$ cat config.mk
export PLATFORM = sky130hd
export DESIGN_NAME = xyz_to_cct_converter_flat
export DESIGN_NICKNAME = d
export VERILOG_FILES = /design/src/rtl/xyz_to_cct_converter_if.sv /design/src/rtl/xyz_to_cct_converter.sv /design/src/flat_wrapper.sv
export SDC_FILE = /design/constraint.sdc
export NUM_CORES = 2
export LEC_CHECK = 0
export CAP_MARGIN = 15
export CORE_MARGIN = 5
export CORE_UTILIZATION = 65
export CTS_BUF_LIST = sky130_fd_sc_hd__clkbuf_4
export CTS_CLUSTER_SIZE = 12
export DETAILED_ROUTE_END_ITERATION = 10
export DONT_BUFFER_PORTS = 1
export PLACE_DENSITY = 0.83
export REMOVE_ABC_BUFFERS = 1
export SLEW_MARGIN = 5
export SYNTH_ARGS = -nofsm -noshare
export SYNTH_HDL_FRONTEND = slang
export SYNTH_SLANG_ARGS = --single-unit
$ cat constraint.sdc
create_clock -name clk -period 15.5 [get_ports clk]
set_clock_uncertainty 0.15 [all_clocks]
set_input_delay 0.775 -clock clk [delete_from_list [all_inputs] [get_ports clk]]
set_output_delay 0.775 -clock clk [all_outputs]
set_load 0.02 [all_outputs]
$ cat src/rtl/xyz_to_cct_converter_if.sv
// Request/result bus of the XYZ -> CCT converter.
// The master drives a packed Q16.16 XYZ triple; the slave returns a clamped
// Kelvin value, an error flag and a busy indication.
interface xyz_to_cct_converter_if;
  logic [95:0] xyz_in;     // [31:0]=X, [63:32]=Y, [95:64]=Z, unsigned Q16.16
  logic        xyz_valid;
  logic [15:0] cct_out;
  logic        cct_valid;
  logic        cct_err;
  logic        busy;

  modport master (output xyz_in, xyz_valid, input cct_out, cct_valid, cct_err, busy);
  modport slave  (input xyz_in, xyz_valid, output cct_out, cct_valid, cct_err, busy);
endinterface

$ cat src/rtl/xyz_to_cct_converter.sv
// XYZ tristimulus -> correlated colour temperature using McCamy's cubic.
// Fully serial: two 16-step restoring dividers for chromaticity x/y, one
// 20-step restoring divider for n, then three Horner steps. Fixed 58-cycle
// job; result and status are registered and pulse for one cycle afterwards.
module xyz_to_cct_converter #(
  parameter logic [15:0] CCT_MIN = 16'd3000,
  parameter logic [15:0] CCT_MAX = 16'd8000
) (
  input logic                    clk,
  input logic                    rst_n,
  xyz_to_cct_converter_if.slave  bus
);

  typedef enum logic [2:0] {
    S_IDLE, S_SUM, S_DIV_X, S_DIV_Y, S_PREP_N, S_DIV_N, S_POLY, S_OUT
  } state_e;

  localparam logic signed [17:0] X_EPI = 18'sd21758;     // 0.3320 in Q0.16
  localparam logic signed [17:0] Y_EPI = 18'sd12177;     // 0.1858 in Q0.16
  localparam logic signed [63:0] A3 = 64'sd29425664;     // 449    << 16
  localparam logic signed [63:0] A2 = 64'sd231014400;    // 3525   << 16
  localparam logic signed [63:0] A1 = 64'sd447171789;    // 6823.3
  localparam logic signed [63:0] A0 = 64'sd361780347;    // 5520.33
  localparam logic signed [63:0] K_MIN = {48'd0, CCT_MIN};
  localparam logic signed [63:0] K_MAX = {48'd0, CCT_MAX};

  state_e             state_q, state_d;
  logic [4:0]         cnt_q, cnt_d;
  logic [95:0]        xyz_q, xyz_d;
  logic [33:0]        s_q, s_d;          // X+Y+Z
  logic [33:0]        rem_q, rem_d;      // shared partial remainder
  logic [19:0]        quo_q, quo_d;      // shared quotient shift register
  logic [15:0]        x_q, x_d, y_q, y_d;
  logic [16:0]        den_abs_q, den_abs_d;
  logic [19:0]        nsh_q, nsh_d;      // low dividend bits of |num|<<16
  logic               n_neg_q, n_neg_d, n_ovf_q, n_ovf_d;
  logic signed [20:0] n_q, n_d;
  logic signed [63:0] acc_q, acc_d;
  logic               err_q, err_d;
  logic [15:0]        cct_out_q, cct_out_d;
  logic               cct_valid_q, cct_valid_d, cct_err_q, cct_err_d, busy_q, busy_d;

  // Combinational helpers shared by the datapath.
  logic [34:0]        divisor, rem_sh;
  logic               rem_ge;
  logic [33:0]        rem_nx;
  logic [19:0]        quo_nx, n_mag;
  logic signed [17:0] num_c, den_c;
  logic [16:0]        num_abs, den_abs;
  logic signed [63:0] n_ext, prod, coef, acc_step, k;

  // Next-state and step counter of the job sequencer.
  // NOTE: every combinational output gets a default first so no path can hold a stale value (no latch).
  always_comb begin
    state_d = state_q;
    cnt_d   = cnt_q;
    case (state_q)
      S_IDLE:   if (bus.xyz_valid) state_d = S_SUM;
      S_SUM:    begin state_d = S_DIV_X; cnt_d = 5'd15; end
      S_DIV_X:  if (cnt_q == 5'd0) begin state_d = S_DIV_Y; cnt_d = 5'd15; end
                else cnt_d = cnt_q - 5'd1;
      S_DIV_Y:  if (cnt_q == 5'd0) state_d = S_PREP_N;
                else cnt_d = cnt_q - 5'd1;
      S_PREP_N: begin state_d = S_DIV_N; cnt_d = 5'd19; end
      S_DIV_N:  if (cnt_q == 5'd0) begin state_d = S_POLY; cnt_d = 5'd2; end
                else cnt_d = cnt_q - 5'd1;
      S_POLY:   if (cnt_q == 5'd0) state_d = S_OUT;
                else cnt_d = cnt_q - 5'd1;
      S_OUT:    state_d = S_IDLE;
      default:  state_d = S_IDLE;
    endcase
    // busy also covers the result cycle that follows OUT
    busy_d = (state_d != S_IDLE) || (state_q == S_OUT);
  end

  // Divider step, operand preparation, Horner step and output rounding.
  always_comb begin
    divisor  = (state_q == S_DIV_N) ? {18'd0, den_abs_q} : {1'b0, s_q};
    rem_sh   = {rem_q, (state_q == S_DIV_N) ? nsh_q[19] : 1'b0};
    rem_ge   = rem_sh >= divisor;
    rem_nx   = rem_ge ? 34'(rem_sh - divisor) : rem_sh[33:0];
    quo_nx   = 20'({quo_q, rem_ge});

    num_c    = $signed({2'b00, x_q}) - X_EPI;
    den_c    = Y_EPI - $signed({2'b00, y_q});
    num_abs  = num_c[17] ? 17'(-num_c) : num_c[16:0];
    den_abs  = den_c[17] ? 17'(-den_c) : den_c[16:0];
    n_mag    = n_ovf_q ? 20'hFFFFF : quo_nx;

    n_ext    = 64'(n_q);
    prod     = acc_q * n_ext;
    coef     = (cnt_q == 5'd2) ? A2 : (cnt_q == 5'd1) ? A1 : A0;
    acc_step = (prod >>> 16) + coef;
    k        = (acc_q + 64'sd32768) >>> 16;
  end

  // Datapath register updates, sequenced by the current state.
  always_comb begin
    xyz_d = xyz_q;   s_d = s_q;     rem_d = rem_q;   quo_d = quo_q;
    x_d = x_q;       y_d = y_q;     den_abs_d = den_abs_q;
    nsh_d = nsh_q;   n_neg_d = n_neg_q;  n_ovf_d = n_ovf_q;
    n_d = n_q;       acc_d = acc_q; err_d = err_q;
    cct_out_d = cct_out_q;  cct_err_d = cct_err_q;  cct_valid_d = 1'b0;
    case (state_q)
      S_IDLE: if (bus.xyz_valid) begin
        xyz_d = bus.xyz_in;
        err_d = 1'b0;
      end
      S_SUM: begin
        s_d   = {2'd0, xyz_q[31:0]} + {2'd0, xyz_q[63:32]} + {2'd0, xyz_q[95:64]};
        rem_d = {2'd0, xyz_q[31:0]};
        quo_d = '0;
        if (s_d == 34'd0) err_d = 1'b1;
      end
      S_DIV_X: begin
        rem_d = rem_nx;
        quo_d = quo_nx;
        if (cnt_q == 5'd0) begin
          x_d   = quo_nx[15:0];   // X==S yields all ones, i.e. saturated 1.0
          rem_d = {2'd0, xyz_q[63:32]};
          quo_d = '0;
        end
      end
      S_DIV_Y: begin
        rem_d = rem_nx;
        quo_d = quo_nx;
        if (cnt_q == 5'd0) y_d = quo_nx[15:0];
      end
      S_PREP_N: begin
        den_abs_d = den_abs;
        // Partial remainder starts with the bits above the 20 quotient bits;
        // if that is already >= |den| the quotient cannot fit in Q4.16.
        rem_d     = {21'd0, num_abs[16:4]};
        nsh_d     = {num_abs[3:0], 16'd0};
        quo_d     = '0;
        n_neg_d   = num_c[17] ^ den_c[17];
        n_ovf_d   = {4'd0, num_abs} >= {den_abs, 4'd0};
        if (den_c == 18'sd0) err_d = 1'b1;
      end
      S_DIV_N: begin
        rem_d = rem_nx;
        quo_d = quo_nx;
        nsh_d = nsh_q << 1;
        if (cnt_q == 5'd0) begin
          n_d   = n_neg_q ? -$signed({1'b0, n_mag}) : $signed({1'b0, n_mag});
          acc_d = A3;
        end
      end
      S_POLY: acc_d = acc_step;
      S_OUT: begin
        cct_valid_d = 1'b1;
        cct_err_d   = err_q;
        if (err_q)           cct_out_d = CCT_MAX;
        else if (k < K_MIN)  cct_out_d = CCT_MIN;
        else if (k > K_MAX)  cct_out_d = CCT_MAX;
        else                 cct_out_d = k[15:0];
      end
      default: ;
    endcase
  end

  // State and datapath registers.
  // NOTE: sequential state uses non-blocking assignments so every flop samples pre-edge values.
  // NOTE: datapath registers are reset too, so an aborted job leaves nothing behind.
  always_ff @(posedge clk or negedge rst_n) begin
    if (!rst_n) begin
      state_q <= S_IDLE;  cnt_q <= '0;      xyz_q <= '0;    s_q <= '0;
      rem_q <= '0;        quo_q <= '0;      x_q <= '0;      y_q <= '0;
      den_abs_q <= '0;    nsh_q <= '0;      n_neg_q <= 1'b0; n_ovf_q <= 1'b0;
      n_q <= '0;          acc_q <= '0;      err_q <= 1'b0;
      cct_out_q <= '0;    cct_valid_q <= 1'b0; cct_err_q <= 1'b0; busy_q <= 1'b0;
    end else begin
      state_q <= state_d; cnt_q <= cnt_d;   xyz_q <= xyz_d; s_q <= s_d;
      rem_q <= rem_d;     quo_q <= quo_d;   x_q <= x_d;     y_q <= y_d;
      den_abs_q <= den_abs_d; nsh_q <= nsh_d; n_neg_q <= n_neg_d; n_ovf_q <= n_ovf_d;
      n_q <= n_d;         acc_q <= acc_d;   err_q <= err_d;
      cct_out_q <= cct_out_d; cct_valid_q <= cct_valid_d; cct_err_q <= cct_err_d;
      busy_q <= busy_d;
    end
  end

  assign bus.cct_out   = cct_out_q;
  assign bus.cct_valid = cct_valid_q;
  assign bus.cct_err   = cct_err_q;
  assign bus.busy      = busy_q;

endmodule
$ cat src/flat_wrapper.sv
// flat-port wrapper written by rule: the top's interface ports become plain ports
module xyz_to_cct_converter_flat 
#(
  parameter logic [15:0] CCT_MIN = 16'd3000,
  parameter logic [15:0] CCT_MAX = 16'd8000
)
  (clk, rst_n, bus_xyz_in, bus_xyz_valid, bus_cct_out, bus_cct_valid, bus_cct_err, bus_busy);
  xyz_to_cct_converter_if bus_i ();
  input logic clk;
  input logic rst_n;
  input wire logic [$bits(bus_i.xyz_in)-1:0] bus_xyz_in;
  input wire logic [$bits(bus_i.xyz_valid)-1:0] bus_xyz_valid;
  output wire logic [$bits(bus_i.cct_out)-1:0] bus_cct_out;
  output wire logic [$bits(bus_i.cct_valid)-1:0] bus_cct_valid;
  output wire logic [$bits(bus_i.cct_err)-1:0] bus_cct_err;
  output wire logic [$bits(bus_i.busy)-1:0] bus_busy;
  assign bus_i.xyz_in = bus_xyz_in;
  assign bus_i.xyz_valid = bus_xyz_valid;
  assign bus_cct_out = bus_i.cct_out;
  assign bus_cct_valid = bus_i.cct_valid;
  assign bus_cct_err = bus_i.cct_err;
  assign bus_busy = bus_i.busy;
  xyz_to_cct_converter #(.CCT_MIN(CCT_MIN), .CCT_MAX(CCT_MAX)) u_core (.clk(clk), .rst_n(rst_n), .bus(bus_i));
endmodule
Word level (Yosys, flattened, before mapping)
Index checks and enable logic that the tools add are counted.

Register bits: 367. Input bits: 99.

$add $sub $neg: 11. $mul: 1. $lt $le $gt $ge: 4. Equal/unequal tests: 14. Muxes and demuxes: 34. Bitwise logic cells: 1. Reductions and logical operators: 22.

Operators with widths (number): 34-bit one-hot mux with 4 select lines (1); 64-bit 2-to-1 mux (2); 64-bit one-hot mux with 2 select lines (1); 34-bit 2-to-1 mux (3); 48-bit by 64-bit adder with 64-bit output (1); 64-bit by 17-bit adder with 64-bit output, second input constant (1); 64-bit by 21-bit multiplier with 64-bit output (1); 19-bit one-hot mux with 3 select lines (1); 48-bit by 14-bit > comparator with 1-bit output, second input constant (1); 48-bit by 13-bit < comparator with 1-bit output, second input constant (1); 16-bit 2-to-1 mux (3); 20-bit one-hot mux with 2 select lines (1); 35-bit by 34-bit greater-or-equal comparator with 1-bit output (1); 34-bit by 32-bit adder with 34-bit output (1); 34-bit zero test (1); 17-bit 2-to-1 mux (2); 17-bit negator (2); 34-bit subtractor (1); 32-bit by 32-bit adder with 33-bit output (1); 28-bit 2-to-1 mux (1); 5-bit one-hot mux with 5 select lines (1); 3-bit one-hot mux with 8 select lines (1); 17-bit by 21-bit greater-or-equal comparator with 1-bit output (1); 21-bit 2-to-1 mux (1); other kinds (29) (56).

Longest topological paths before layout
Depth in word-level cells: 6. Depth in mapped cells: 41. Gate-level depth less buffers: 38.

Worst setup path after synthesis
Ideal clock, no wire load.

Kind: reg-to-reg. Start: register u_core.n_q[5]. End: register u_core.acc_q[28]. Library setup time: 0.069 ns. Arrival time: 8.965 ns. Slack: 6.316 ns. Stages on the path, launching flop included: 36. Clock period less this slack: 9.184 ns. Path through: dfrtp_1 -> clkbuf_1 -> clkbuf_1 -> and2_1 -> fa_1 -> fa_1 -> inv_1 -> fa_1 -> inv_1 -> fa_1 -> fa_1 -> fa_1 -> fa_1 -> ha_1 -> a21oi_1 -> o21ai_0 -> a2111oi_0 -> o31ai_2 -> a21o_1 -> and2_1 -> o21a_1 -> nor2_1 -> xnor2_1 -> ha_1 -> a21boi_0 -> o21ai_0 -> nand2b_1 -> a31o_2 -> a31o_2 -> a211o_1 -> a211o_1 -> a21oi_2 -> inv_2 -> a31o_1 -> or4b_1 -> nand3_1.

Longest elaborated chain between the ends: 3.

Ends and longest elaborated chain: from (decl) (line xyz_to_cct_converter.sv:37) `logic signed [20:0] n_q, n_d;`; from (signal assigned) (line xyz_to_cct_converter.sv:170) `n_q <= '0; acc_q <= '0; err_q <= 1'b0;`; from (signal assigned) (line xyz_to_cct_converter.sv:176) `n_q <= n_d; acc_q <= acc_d; err_q <= err_d;`; 64-bit by 21-bit multiplier with 64-bit output (line xyz_to_cct_converter.sv:91) `prod = acc_q * n_ext;`; 48-bit by 64-bit adder with 64-bit output (line xyz_to_cct_converter.sv:93) `acc_step = (prod >>> 16) + coef;`; 64-bit one-hot mux with 2 select lines (line xyz_to_cct_converter.sv:104) `case (state_q)`; to (signal assigned) (line xyz_to_cct_converter.sv:170); to (signal assigned) (line xyz_to_cct_converter.sv:176); to (decl) (line xyz_to_cct_converter.sv:38) `logic signed [63:0] acc_q, acc_d;`.

Every way passes these cells. A chain may end at the register's enable or synchronous reset.

Worst setup path after layout
Start: register u_core.n_q[7]. End: register u_core.acc_q[54].

Same word-level chain as after synthesis.

==> flow_summary_export.csv <==
group,metric,value,unit
logic_synthesis,yosysSeqAreaShare,0.151,
logic_synthesis,synth_area,0.0580,sq mm
setup_path,crit_fanout,37,
routing,ant_nets,0,
routing,vias,48400,
logic_synthesis,syn-instance-count,6859,
setup_path,cp_slowest_cell,"dfrtp_2",
logic_synthesis,ys_ff_latch,351,
routing,drtIter0Drc,4523,
setup_path,worstPathRequired,16120,ps
sta,finalSetupTns,0,ps
clocking,numCtsBuffers,94,
logic_synthesis,yosysWarnings,0,
sta,fin_hold_ws,93.2,ps
logic_synthesis,synth-edff-count,0,
logic_synthesis,ys.flop_type,"dfrtp_1",
clocking,cts.sinks,351,
floorplanning,core_area,0.0885,sq mm
outcome,outcome,"finished, final reports clean",
setup_path,cpPeakStageDelay,830,ps
clocking,htree_num_levels,3,
clocking,cts_tree,"done",
routing,drt_pass1_iterations,8,
sta,final.min_clock_period,10620,ps
clocking,post_cts_buffers,0,
floorplanning,fp.dieW,309,um
global_routing,grt_overflow_total,0,
cells_and_area,multi_input_area,0.0433,sq mm
clocking,cts_resized,0,
global_routing,grt_pass1_wl,266,mm
global_routing,antenna_found_initial,2,
sta,fmax,94.1,MHz
placed_design,gp_congestion,0.936,
power_and_ir_drop,p_leak,0.0314,uW
clocking,ctsHoldBuffers,96,
power_and_ir_drop,peakVddDrop,0.0937,mV
cells_and_area,fillers,6657,
setup_path,crit_arrival,11240,ps
floorplanning,io_pins,118,
sta,rsz0062_at_grt,"false",
logic_synthesis,yosysTopAreaCell,"fa_1",
placed_design,post-dp-hpwl,117,mm
global_routing,grt_max_degree,352,
logic_synthesis,synth_async_sr_flop_share,1.00,
floorplanning,rows,109,
sta,setup_viol,0,
sta,finalHoldViolCount,0,
routing,wl_per_cell,20.6,um
cells_and_area,drive_gt1_frac,0.0497,
setup_path,reg2regPathDepth,31,
logic_synthesis,ys_top_cells_by_area,"fa_1 (34%), dfrtp_1 (15%), nand2_1 (9.2%)",
floorplanning,start_util,0.655,
worst_hold_path,hold_class,"primary input to register",
setup_path,cpMostUsedCell,"fa_1",
sta,slew_headroom,0.179,
cells_and_area,fin_nets,8116,
sta,fin_ws,4880,ps
logic_synthesis,yosys.area.top_type_share,0.337,
cells_and_area,layout_common_cells,"nand2_1 (1416), inv_1 (1180), fa_1 (976), dfrtp_1 (336), ha_1 (312)",
cells_and_area,area.growth.synth_to_final,4.90,%
clocking,cts_max_path_buffers,3,
global_routing,grt_pass1_vias,50900,
power_and_ir_drop,power_density,29.3,mW/mm^2
routing,viasPerCell,6.08,
placed_design,pre_cts_ws,4490,ps
placed_design,portBuffers,0,
placed_design,place_area,0.0586,sq mm
cells_and_area,final-seq-area,0.00880,sq mm
power_and_ir_drop,power,1790,uW
run,cap_violations,0,
logic_synthesis,syn_avg_cell_area,8.46,sq um
clocking,clk_pin_slew_worst_paths,70,ps
routing,drc,0,
global_routing,grt_usage,0.350,
sta,fin_crit_sh,0.685,
setup_path,critPathKind,"register to register",
clocking,clk_latency,870,ps
floorplanning,die_h,309,um
logic_synthesis,yosys.cell_types.count,96,
setup_path,startpoint_type,"register",
clocking,root_buffer,"clkbuf_4",
setup_path,worstSetupEndpointType,"register",
routing,routed_wirelength,164,mm
sta,drv_slew,0,
floorplanning,die_area,0.0953,sq mm
sta,tightest_slew,1230,ps
worst_hold_path,holdPathStages,2,
cells_and_area,postLayoutCellArea,0.0608,sq mm
cells_and_area,final_common_cell,"nand2_1",
==> cells in the mapped netlist (30+ instances only) <==
cell type,instances
o21ai_0,250
ha_1,312
inv_1,1180
mux2i_1,40
o21a_1,42
nand3_1,91
nand2_1,1418
nor3_1,52
and2_1,296
fa_1,976
dfrtp_1,351
nor2b_1,31
nand4_1,41
a31oi_1,37
mux2_2,37
nor2_1,243
o22ai_1,30
xor2_1,92
a21o_1,92
xnor2_1,179
a22o_1,34
nand2b_1,48
a21oi_1,203
clkbuf_1,376
==> sequential cells by signal, indices dropped and copies added (netlist names), 3 cells and up <==
name	count
u_core.nsh_q	4
u_core.den_abs_q	17
u_core.n_q	21
u_core.s_q	34
u_core.bus.cct_out	16
u_core.y_q	16
u_core.xyz_q	96
u_core.state_q	3
u_core.x_q	16
u_core.acc_q	64
u_core.quo_q	19
u_core.rem_q	34
u_core.cnt_q	5
==> per-stage QoR <==
step,std cells,util
global placement,7696,0.662
floorplan,6454,-
finish,7964,0.687
detailed placement,7696,0.662
global route,7963,0.687
CTS,7955,0.686
==> power by group <==
group	internal (uW)	switching, uW	total, uW
combinational	18.8	23.1	41.9
clock	406	422	828
sequential	916	0	916
total	1340	445	1790
==> layer usage <==
| layer | global-route usage | part of all wire | vias to the layer above |
|---|---|---|---|
| met4 | 0.160 | 0.054 | 0 |
| met3 | 0.0796 | 0.11 | 682 |
| met5 | 0 | 0 | - |
| met1 | 0.460 | 0.38 | 24000 |
| met2 | 0.559 | 0.46 | 2719 |
| li1 | - | - | 21000 |
==> worst max-delay path: cells and delay by family (launching register included) <==
family	cells	cell delay, ps
compound gates	10	2890
xor+xnor	1	170
fa+ha+maj	9	4330
buf+inv	4	770
flops	1	830
simple gates	7	1360
==> worst paths after layout <==
kind,endpoint,start,slack [ps]
max in group asynchronous,u_core.n_q[14]$_DFFE_PN0P_,rst_n,13650
worst min-delay path,u_core.xyz_q[62]$_DFFE_PN0P_,bus_xyz_in[62],90
min in group asynchronous,u_core.xyz_q[61]$_DFFE_PN0P_,rst_n,270
worst min register to register,u_core.den_abs_q[1]$_DFFE_PN0P_,u_core.den_abs_q[1]$_DFFE_PN0P_,330
worst max register to register,u_core.acc_q[54]$_DFFE_PN0P_,u_core.n_q[7]$_DFFE_PN0P_,4880
worst max-delay path,u_core.acc_q[54]$_DFFE_PN0P_,u_core.n_q[7]$_DFFE_PN0P_,4880
==> cell families after synthesis <==
family / synth area share
and+or+nand+nor: 0.183
buffers and inverters: 0.103
adders and majority gates: 0.404
AOI/OAI and AO/OA: 0.103
DFF: 0.151
xor gates and xnor gates: 0.0412
muxes: 0.0141
other: 0.0000647
==> area by class of cell <==
| class | instances | share of cell area |
|---|---|---|
| Inverter | 1181 | 0.0729 |
| Clock buffer | 131 | 0.0162 |
| Antenna cell | 3 | 0.000123 |
| Sequential cell | 351 | 0.145 |
| Clock inverter | 32 | 0.00269 |
| Tap cell | 1165 | 0.0240 |
| Multi-Input combinational cell | 4922 | 0.712 |
| Timing Repair Buffer | 179 | 0.0278 |
(Power assumes the default switching activity.)
